[config.mk]
export PLATFORM = sky130hd
export DESIGN_NAME = rv_csr_access_flat
export DESIGN_NICKNAME = d
export VERILOG_FILES = /design/src/rtl/rv_csr_access_if.sv /design/src/rtl/rv_csr_access.sv /design/src/flat_wrapper.sv
export SDC_FILE = /design/constraint.sdc
export NUM_CORES = 1
export LEC_CHECK = 0
export BUFFER_PORTS_ARGS = -buffer_cell sky130_fd_sc_hd__clkbuf_2
export CAP_MARGIN = 10
export CORE_MARGIN = 4
export CORE_UTILIZATION = 40
export CTS_CLUSTER_DIAMETER = 60
export DETAILED_ROUTE_END_ITERATION = 16
export HOLD_SLACK_MARGIN = 0.03
export PLACE_DENSITY = 0.62
export SLEW_MARGIN = 25
export SYNTH_ARGS = -nofsm -noshare
export SYNTH_HDL_FRONTEND = slang
export SYNTH_SLANG_ARGS = --single-unit
[constraint.sdc]
create_clock -name i_clk -period 4.3 [get_ports i_clk]
set_input_delay 0.86 -clock i_clk [delete_from_list [all_inputs] [get_ports i_clk]]
set_output_delay 0.86 -clock i_clk [all_outputs]
set_load 0.03 [all_outputs]
[src/rtl/rv_csr_access_if.sv]
// ---------------------------------------------------------------------------
// rv_csr_access_if
// Purpose : Request/response handshake bundle between the execute stage and
//           the CSR access unit (rv_csr_access).
// Signals :
//   i_req_valid  execute -> unit   CSR access request
//   o_req_ready  unit -> execute   unit idle; request taken on valid&ready
//   i_req_addr   execute -> unit   12-bit CSR address
//   i_req_op     execute -> unit   01=RW 10=RS 11=RC 00=reserved
//   i_req_wdata  execute -> unit   rs1 value or zero-extended zimm
//   i_req_wr_en  execute -> unit   0 when the rs1/zimm field is x0
//   o_rsp_valid  unit -> execute   response valid
//   i_rsp_ready  execute -> unit   response consumed
//   o_rsp_rdata  unit -> execute   old CSR value for rd
//   o_rsp_illegal unit -> execute  raise illegal-instruction
// Modports: slave (the CSR unit), master (the requester / testbench).
// ---------------------------------------------------------------------------
interface rv_csr_access_if;
    logic        i_req_valid;
    logic        o_req_ready;
    logic [11:0] i_req_addr;
    logic [1:0]  i_req_op;
    logic [31:0] i_req_wdata;
    logic        i_req_wr_en;
    logic        o_rsp_valid;
    logic        i_rsp_ready;
    logic [31:0] o_rsp_rdata;
    logic        o_rsp_illegal;

    modport slave (
        input  i_req_valid, i_req_addr, i_req_op, i_req_wdata, i_req_wr_en,
        input  i_rsp_ready,
        output o_req_ready, o_rsp_valid, o_rsp_rdata, o_rsp_illegal
    );

    modport master (
        output i_req_valid, i_req_addr, i_req_op, i_req_wdata, i_req_wr_en,
        output i_rsp_ready,
        input  o_req_ready, o_rsp_valid, o_rsp_rdata, o_rsp_illegal
    );
endinterface

[src/rtl/rv_csr_access.sv]
// ---------------------------------------------------------------------------
// rv_csr_access
// Purpose : CSR instruction access unit sitting between the execute stage and
//           CSR storage. Sequences CSRRW/CSRRS/CSRRC, one access in flight.
//           Counter CSRs are read through an external counter bank (index
//           out, combinational data in); mscratch and mcountinhibit are held
//           locally.
// Ports   :
//   i_clk          clock
//   i_reset        asynchronous, active-high reset
//   bus            rv_csr_access_if.slave request/response handshake
//   o_cnt_idx      [7:0]  counter bank read index (8'hFF = not a counter)
//   i_cnt_data     [31:0] counter bank read data, combinational from o_cnt_idx
//   o_cnt_inhibit  [2:0]  {instret inhibit, 0, cycle inhibit}
// Parameters:
//   MSCRATCH_RST   reset value of mscratch (0x340)
// Configuration macro:
//   CSR_MCOUNTINHIBIT_EN  defined   -> 0x320 implements CY[0] and IR[2]
//                         undefined -> 0x320 reads 0, writes ignored
//
// state  | meaning
// -------+-----------------------------------------------------------------
// IDLE   | ready for a request; latches it and drives the counter index
// LOOKUP | counter data valid; picks old value, decides illegal, commits
// RESP   | response held stable until the requester takes it
// ---------------------------------------------------------------------------
module rv_csr_access #(
    parameter logic [31:0] MSCRATCH_RST = 32'h0
) (
    input  logic              i_clk,
    input  logic              i_reset,
    rv_csr_access_if.slave    bus,
    output logic [7:0]        o_cnt_idx,
    input  logic [31:0]       i_cnt_data,
    output logic [2:0]        o_cnt_inhibit
);

    localparam logic [1:0] OP_NONE = 2'b00;
    localparam logic [1:0] OP_RW   = 2'b01;
    localparam logic [1:0] OP_RS   = 2'b10;
    localparam logic [1:0] OP_RC   = 2'b11;

    typedef enum logic [1:0] {
        S_IDLE   = 2'd0,
        S_LOOKUP = 2'd1,
        S_RESP   = 2'd2
    } state_t;

    state_t      r_state;
    logic        r_req_ready;
    logic        r_rsp_valid;
    logic [31:0] r_rsp_rdata;
    logic        r_rsp_illegal;
    logic [7:0]  r_cnt_idx;

    // Latched request. Only the top two address bits matter once the
    // address has been classified.
    logic [1:0]  r_addr_hi;
    logic [1:0]  r_op;
    logic [31:0] r_wdata;
    logic        r_wr_en;
    logic        r_is_cnt;
    logic        r_is_scratch;
    logic        r_is_inhibit;

    logic [31:0] r_mscratch;

    logic        w_is_cnt;
    logic        w_is_scratch;
    logic        w_is_inhibit;
    logic [7:0]  w_idx;
    logic        w_accept;
    logic        w_write;
    logic        w_illegal;
    logic        w_commit;
    logic [31:0] w_old;
    logic [31:0] w_new;
    logic [31:0] w_inhibit_val;

    assign w_accept = bus.i_req_valid && r_req_ready;

    // Address classification on the incoming request.
    always_comb begin
        w_is_cnt     = 1'b0;
        w_is_scratch = 1'b0;
        w_is_inhibit = 1'b0;
        w_idx        = 8'hFF;
        case (bus.i_req_addr)
            12'hC00, 12'hC01, 12'hC02,
            12'hC80, 12'hC81, 12'hC82: begin
                w_is_cnt = 1'b1;
                w_idx    = bus.i_req_addr[7:0];
            end
            12'h340: w_is_scratch = 1'b1;
            12'h320: w_is_inhibit = 1'b1;
            default: ;
        endcase
    end

    // RW always writes; RS/RC write only when the source field is not x0.
    assign w_write = (r_op == OP_RW) ||
                     (((r_op == OP_RS) || (r_op == OP_RC)) && r_wr_en);

    assign w_illegal = !(r_is_cnt || r_is_scratch || r_is_inhibit) ||
                       (r_op == OP_NONE) ||
                       (w_write && (r_addr_hi == 2'b11));

    always_comb begin
        w_old = 32'h0;
        if (r_is_cnt) begin
            w_old = i_cnt_data;
        end else if (r_is_scratch) begin
            w_old = r_mscratch;
        end else if (r_is_inhibit) begin
            w_old = w_inhibit_val;
        end
    end

    always_comb begin
        w_new = w_old;
        case (r_op)
            OP_RW:   w_new = r_wdata;
            OP_RS:   w_new = w_old | r_wdata;
            OP_RC:   w_new = w_old & ~r_wdata;
            default: w_new = w_old;
        endcase
    end

    assign w_commit = (r_state == S_LOOKUP) && w_write && !w_illegal;

    always_ff @(posedge i_clk or posedge i_reset) begin
        if (i_reset) begin
            r_state       <= S_IDLE;
            r_req_ready   <= 1'b1;
            r_rsp_valid   <= 1'b0;
            r_rsp_rdata   <= 32'h0;
            r_rsp_illegal <= 1'b0;
            r_cnt_idx     <= 8'h00;
            r_addr_hi     <= 2'b00;
            r_op          <= OP_NONE;
            r_wdata       <= 32'h0;
            r_wr_en       <= 1'b0;
            r_is_cnt      <= 1'b0;
            r_is_scratch  <= 1'b0;
            r_is_inhibit  <= 1'b0;
        end else begin
            case (r_state)
                S_IDLE: begin
                    if (w_accept) begin
                        r_addr_hi    <= bus.i_req_addr[11:10];
                        r_op         <= bus.i_req_op;
                        r_wdata      <= bus.i_req_wdata;
                        r_wr_en      <= bus.i_req_wr_en;
                        r_is_cnt     <= w_is_cnt;
                        r_is_scratch <= w_is_scratch;
                        r_is_inhibit <= w_is_inhibit;
                        r_cnt_idx    <= w_idx;
                        r_req_ready  <= 1'b0;
                        r_state      <= S_LOOKUP;
                    end
                end
                S_LOOKUP: begin
                    r_rsp_rdata   <= w_illegal ? 32'h0 : w_old;
                    r_rsp_illegal <= w_illegal;
                    r_rsp_valid   <= 1'b1;
                    r_state       <= S_RESP;
                end
                S_RESP: begin
                    // Ready only rises on the way back to IDLE, so a request
                    // presented during the response handshake waits a cycle.
                    if (bus.i_rsp_ready) begin
                        r_rsp_valid <= 1'b0;
                        r_req_ready <= 1'b1;
                        r_state     <= S_IDLE;
                    end
                end
                default: begin
                    r_state     <= S_IDLE;
                    r_req_ready <= 1'b1;
                    r_rsp_valid <= 1'b0;
                end
            endcase
        end
    end

    always_ff @(posedge i_clk or posedge i_reset) begin
        if (i_reset) begin
            r_mscratch <= MSCRATCH_RST;
        end else if (w_commit && r_is_scratch) begin
            r_mscratch <= w_new;
        end
    end

`ifdef CSR_MCOUNTINHIBIT_EN
    logic r_inh_cy;
    logic r_inh_ir;

    // Only CY and IR are writable; every other bit reads back as zero.
    always_ff @(posedge i_clk or posedge i_reset) begin
        if (i_reset) begin
            r_inh_cy <= 1'b0;
            r_inh_ir <= 1'b0;
        end else if (w_commit && r_is_inhibit) begin
            r_inh_cy <= w_new[0];
            r_inh_ir <= w_new[2];
        end
    end

    assign w_inhibit_val = {29'h0, r_inh_ir, 1'b0, r_inh_cy};
    assign o_cnt_inhibit = {r_inh_ir, 1'b0, r_inh_cy};
`else
    // 0x320 is mapped but empty: reads zero, writes are silently dropped.
    assign w_inhibit_val = 32'h0;
    assign o_cnt_inhibit = 3'b000;
`endif

    assign bus.o_req_ready   = r_req_ready;
    assign bus.o_rsp_valid   = r_rsp_valid;
    assign bus.o_rsp_rdata   = r_rsp_rdata;
    assign bus.o_rsp_illegal = r_rsp_illegal;
    assign o_cnt_idx         = r_cnt_idx;

endmodule
[src/flat_wrapper.sv]
// flat-port wrapper written by rule: the top's interface ports become plain ports
module rv_csr_access_flat 
#(
    parameter logic [31:0] MSCRATCH_RST = 32'h0
)
  (i_clk, i_reset, o_cnt_idx, i_cnt_data, o_cnt_inhibit, bus_i_req_valid, bus_i_req_addr, bus_i_req_op, bus_i_req_wdata, bus_i_req_wr_en, bus_i_rsp_ready, bus_o_req_ready, bus_o_rsp_valid, bus_o_rsp_rdata, bus_o_rsp_illegal);
  rv_csr_access_if bus_i ();
  input  logic i_clk;
  input  logic i_reset;
  output logic [7:0] o_cnt_idx;
  input  logic [31:0] i_cnt_data;
  output logic [2:0] o_cnt_inhibit;
  input wire logic [$bits(bus_i.i_req_valid)-1:0] bus_i_req_valid;
  input wire logic [$bits(bus_i.i_req_addr)-1:0] bus_i_req_addr;
  input wire logic [$bits(bus_i.i_req_op)-1:0] bus_i_req_op;
  input wire logic [$bits(bus_i.i_req_wdata)-1:0] bus_i_req_wdata;
  input wire logic [$bits(bus_i.i_req_wr_en)-1:0] bus_i_req_wr_en;
  input wire logic [$bits(bus_i.i_rsp_ready)-1:0] bus_i_rsp_ready;
  output wire logic [$bits(bus_i.o_req_ready)-1:0] bus_o_req_ready;
  output wire logic [$bits(bus_i.o_rsp_valid)-1:0] bus_o_rsp_valid;
  output wire logic [$bits(bus_i.o_rsp_rdata)-1:0] bus_o_rsp_rdata;
  output wire logic [$bits(bus_i.o_rsp_illegal)-1:0] bus_o_rsp_illegal;
  assign bus_i.i_req_valid = bus_i_req_valid;
  assign bus_i.i_req_addr = bus_i_req_addr;
  assign bus_i.i_req_op = bus_i_req_op;
  assign bus_i.i_req_wdata = bus_i_req_wdata;
  assign bus_i.i_req_wr_en = bus_i_req_wr_en;
  assign bus_i.i_rsp_ready = bus_i_rsp_ready;
  assign bus_o_req_ready = bus_i.o_req_ready;
  assign bus_o_rsp_valid = bus_i.o_rsp_valid;
  assign bus_o_rsp_rdata = bus_i.o_rsp_rdata;
  assign bus_o_rsp_illegal = bus_i.o_rsp_illegal;
  rv_csr_access #(.MSCRATCH_RST(MSCRATCH_RST)) u_core (.i_clk(i_clk), .i_reset(i_reset), .bus(bus_i), .o_cnt_idx(o_cnt_idx), .i_cnt_data(i_cnt_data), .o_cnt_inhibit(o_cnt_inhibit));
endmodule
==> summary.md <==
| Metric | Value |
|---|---|
| Tcrit/Tclk final | around 60% |
| Setup violators final | 0 |
| Buf+Inv Stages, Crit Path | 0 |
| Routed WL | 16.0 mm |
| Flops & latches, synth | between 100 and 150 |
| Number of buffers created by CTS | 17 |
| CTS tree | yes |
| Max incr delay on CP | roughly 0.81 ns |
| Max VDD drop | about 0.33 mV |
| Syn_area_per_cell | 9.60 um^2 |
| Clock transition at the registers of the reported paths | around 0.060 ns |
| Clk_lat worst skew | 0.41 ns |
| Worst-path cell chain | nand2_1, mux2_2, o32ai_1 |
| Routed length per instance | around 18 um |
| Worst path required time | approximately 4.6 ns |
| Area contributors post-synth | dfrtp_1 (49%), nand2_1 (12%), mux2_2 (6.3%), o32ai_1 (4.8%), a222oi_1 (4.4%) |
| CTS root buf | clkbuf_16 |
| Max-Cap Viols | 0 |
| DP Worst Slack | about 1.3 ns |
| Yosys cell types | 38 |
| Clock sinks | about 120 |
| Hold path depth | 2 |
| Post-DR vias/cell | around 5.5 |
| Post-DP Area | between 6000 and 7000 um^2 |
| Mapped Area | 5870 um^2 |
| Leading area contributor after synthesis | dfrtp_1 |
| All-Layer GR Usage | roughly a fifth |
| PD cells | between 600 and 700 nW/um^2 |
| Worst-margin pin slew | around 1.1 ns |
| DIE HEIGHT | between 100 and 150 um |
| Largest net degree at the start of global routing | 85 |
| Vias | about 5000 |
| TritonRoute pass-1 iters | 8 |
| Top-area cell type share of the netlist area | between 40% and 50% |
| Cts-stage hold buffer count | 0 |
| CP Max Fanout | 37 |
| Drt drc | 0 |
| Ant. Diodes | 0 |
| Post-CTS resize count | 0 |
| Reg2Reg Depth | 3 |
| Max frequency | 0.389 GHz |
| Post-synthesis sequential area ratio | between 40% and 50% |
| I/O Pins | roughly 130 |
| Port buffer count | 125 |
| Die X | approximately 130 um |
| Vias in the first global route | 5112 |
| Fin worst setup slack | roughly 1.7 ns |
| CTS H-tree depth | 4 |
| Iter 0 DRT Violations | between 500 and 600 |
| Ys Warns | 0 |
| Slew headroom | between 20% and 30% |
| Nets | 790 |
| Grt ovf | 0 |
| Filler cell count | 1372 |
| Worst EP arrival | between 2 and 3 ns |
| Initial antenna violation count | 0 |
| Core ar. | about 14000 um^2 |
| Skew final | roughly 0.0096 ns |
| Row Count | between 40 and 50 |
| Pwr Total | approximately 4.6 mW |
| Leakage | about 3.4 nW |
| Clock buffer depth | 2 |
| Routability cong. | 0.813 |
| Setup CP Type | reg -> reg |
| Setup_tns | 0 ns |
| Min Tclk post-route | around 2.6 ns |
| Hold Crit Class | reg -> reg |
| Post-route cell area | between 7000 and 8000 um^2 |
| Status | finished, final reports clean |
| Share of layout cells above drive strength 1 | between 20 and 30% |
| Element type at the critical path start | flip-flop |
| Dpl hpwl | 10.1 mm |
| Mapped Cells | 612 |
| CP top delay family | simple AND/OR/NAND/NOR gates |
| Post-route ant nets | 0 |
| CP max stage cell | nand2_1 |
| Final Hold Viols | 0 |
| # Post-CTS Setup Buffers | 0 |
| Global-route wire length before repair | approximately 26 mm |
| Fin. max-slew vios | 0 |
| Layout area overhead | 21.2% |
| Unrepaired setup endpoints after global routing | false |
| Crit path capture type | flip-flop |
| Die area | between 15000 and 20000 um^2 |
| Crit. path cell count | 3 |
| Starting Density | 40.6% |
[cell usage after synthesis]
cell	count
nand2_1	182
dfrtp_1	116
inv_1	36
mux2_2	33
o31ai_1	32
o32ai_1	32
a222oi_1	26
a22oi_1	26
clkbuf_1	23
buf_2	19
nor2_1	13
a21oi_1	12
buf_6	10
buf_4	7
a221oi_1	6
and3b_1	6
a31oi_1	3
buf_1	3
nor3_1	3
and4_1	2
nand2b_1	2
nand3_1	2
nor2b_1	2
o41ai_1	2
a22o_1	1
and2_1	1
and2b_1	1
conb_1	1
dfstp_2	1
mux2_1	1
nand4bb_1	1
nor4_1	1
nor4bb_1	1
o211ai_2	1
o21a_1	1
o21ai_0	1
or2_1	1
or3_1	1
[cells in the final DEF, fill, tap and decap left out, drive strengths merged, types with 6 or more instances in the layout]
master and count:
and3b 6, o32ai 32, clkbuf 152, dfrtp 116, inv 36, a21oi 12, mux2 34, a221oi 6
o31ai 32, nor2 13, buf 11, nand2 182, a22oi 26, a222oi 26
[area by class of cell]
type / instances / area, um^2 / area share (%)
clock buffers: 27 / 543 / 7.63
clock inverters: 3 / 40.0 / 0.563
inverters: 36 / 140 / 1.97
multi-input cells: 399 / 2480 / 34.9
flip-flops and latches: 117 / 2930 / 41.2
well taps: 184 / 230 / 3.24
repair buffers: 136 / 748 / 10.5
[worst register-to-register path, stage by stage (launching register included)]
cell and delay, ns:
dfrtp_2 0.77, nand2_1 0.82, mux2_2 0.56, o32ai_1 0.30
[routing by layer]
layer  vias up  global-route usage [%]  part of all wire (%)
met2       176                    32.0                    48
met3        20                    5.85                   6.3
met5         -                       0                     0
met4         0                    7.84                   1.8
met1      2418                    25.5                    44
li1       2376                       -                     -
[logic make-up after synthesis]
group	Yosys count	synth area share (%)
AND/OR/NAND/NOR	219	15.4
AO/OA/AOI/OAI	143	19.7
flip-flops	117	49.9
multiplexers	34	6.52
buffers and inverters	98	8.39
other	1	0.0639
[report_power, final]
part	switching, mW	total [mW]	internal, mW
combinational	0.935	1.48	0.544
sequential	0.321	1.78	1.46
clock	0.470	1.38	0.909
total	1.73	4.64	2.91
[registers in the layout, indices dropped and copies added, names as in the netlist]
| name | cells |
|---|---|
| u_core.bus.o_req_ready | 1 |
| u_core.bus.o_rsp_illegal | 1 |
| u_core.r_mscratch | 32 |
| u_core.o_cnt_idx | 8 |
| u_core.r_state | 2 |
| u_core.r_op | 2 |
| u_core.r_is_cnt | 1 |
| u_core.r_wr_en | 1 |
| u_core.bus.o_rsp_valid | 1 |
| u_core.r_addr_hi | 2 |
| u_core.bus.o_rsp_rdata | 32 |
| u_core.r_wdata | 32 |
| u_core.r_is_inhibit | 1 |
| u_core.r_is_scratch | 1 |
[path summary, 6_finish.rpt]
kind                                            startpoint                               endpoint  slack, ns
max in group asynchronous                          i_reset      u_core.r_mscratch[14]$_DFFE_PP0P_       2.91
min                        u_core.r_is_inhibit$_DFFE_PP0P_        u_core.r_is_inhibit$_DFFE_PP0P_       0.47
max                             u_core.r_op[1]$_DFFE_PP0P_      u_core.r_mscratch[19]$_DFFE_PP0P_       1.73
min in group asynchronous                          i_reset  u_core.bus.o_rsp_rdata[3]$_DFFE_PP0P_       0.59
min reg2reg                u_core.r_is_inhibit$_DFFE_PP0P_        u_core.r_is_inhibit$_DFFE_PP0P_       0.47
max reg2reg                     u_core.r_op[1]$_DFFE_PP0P_      u_core.r_mscratch[19]$_DFFE_PP0P_       1.73
[through the flow]
step,instances,utilization [%],hold WS [ns]
3_5_place_dp,871,44.9,0.460
4_1_cts,901,48.9,0.473
2_1_floorplan,614,-,0.435
6_report,902,49.1,0.468
3_3_place_gp,870,44.7,0.459
5_1_grt,902,49.1,0.498
Power figures use the tool's default switching activity.
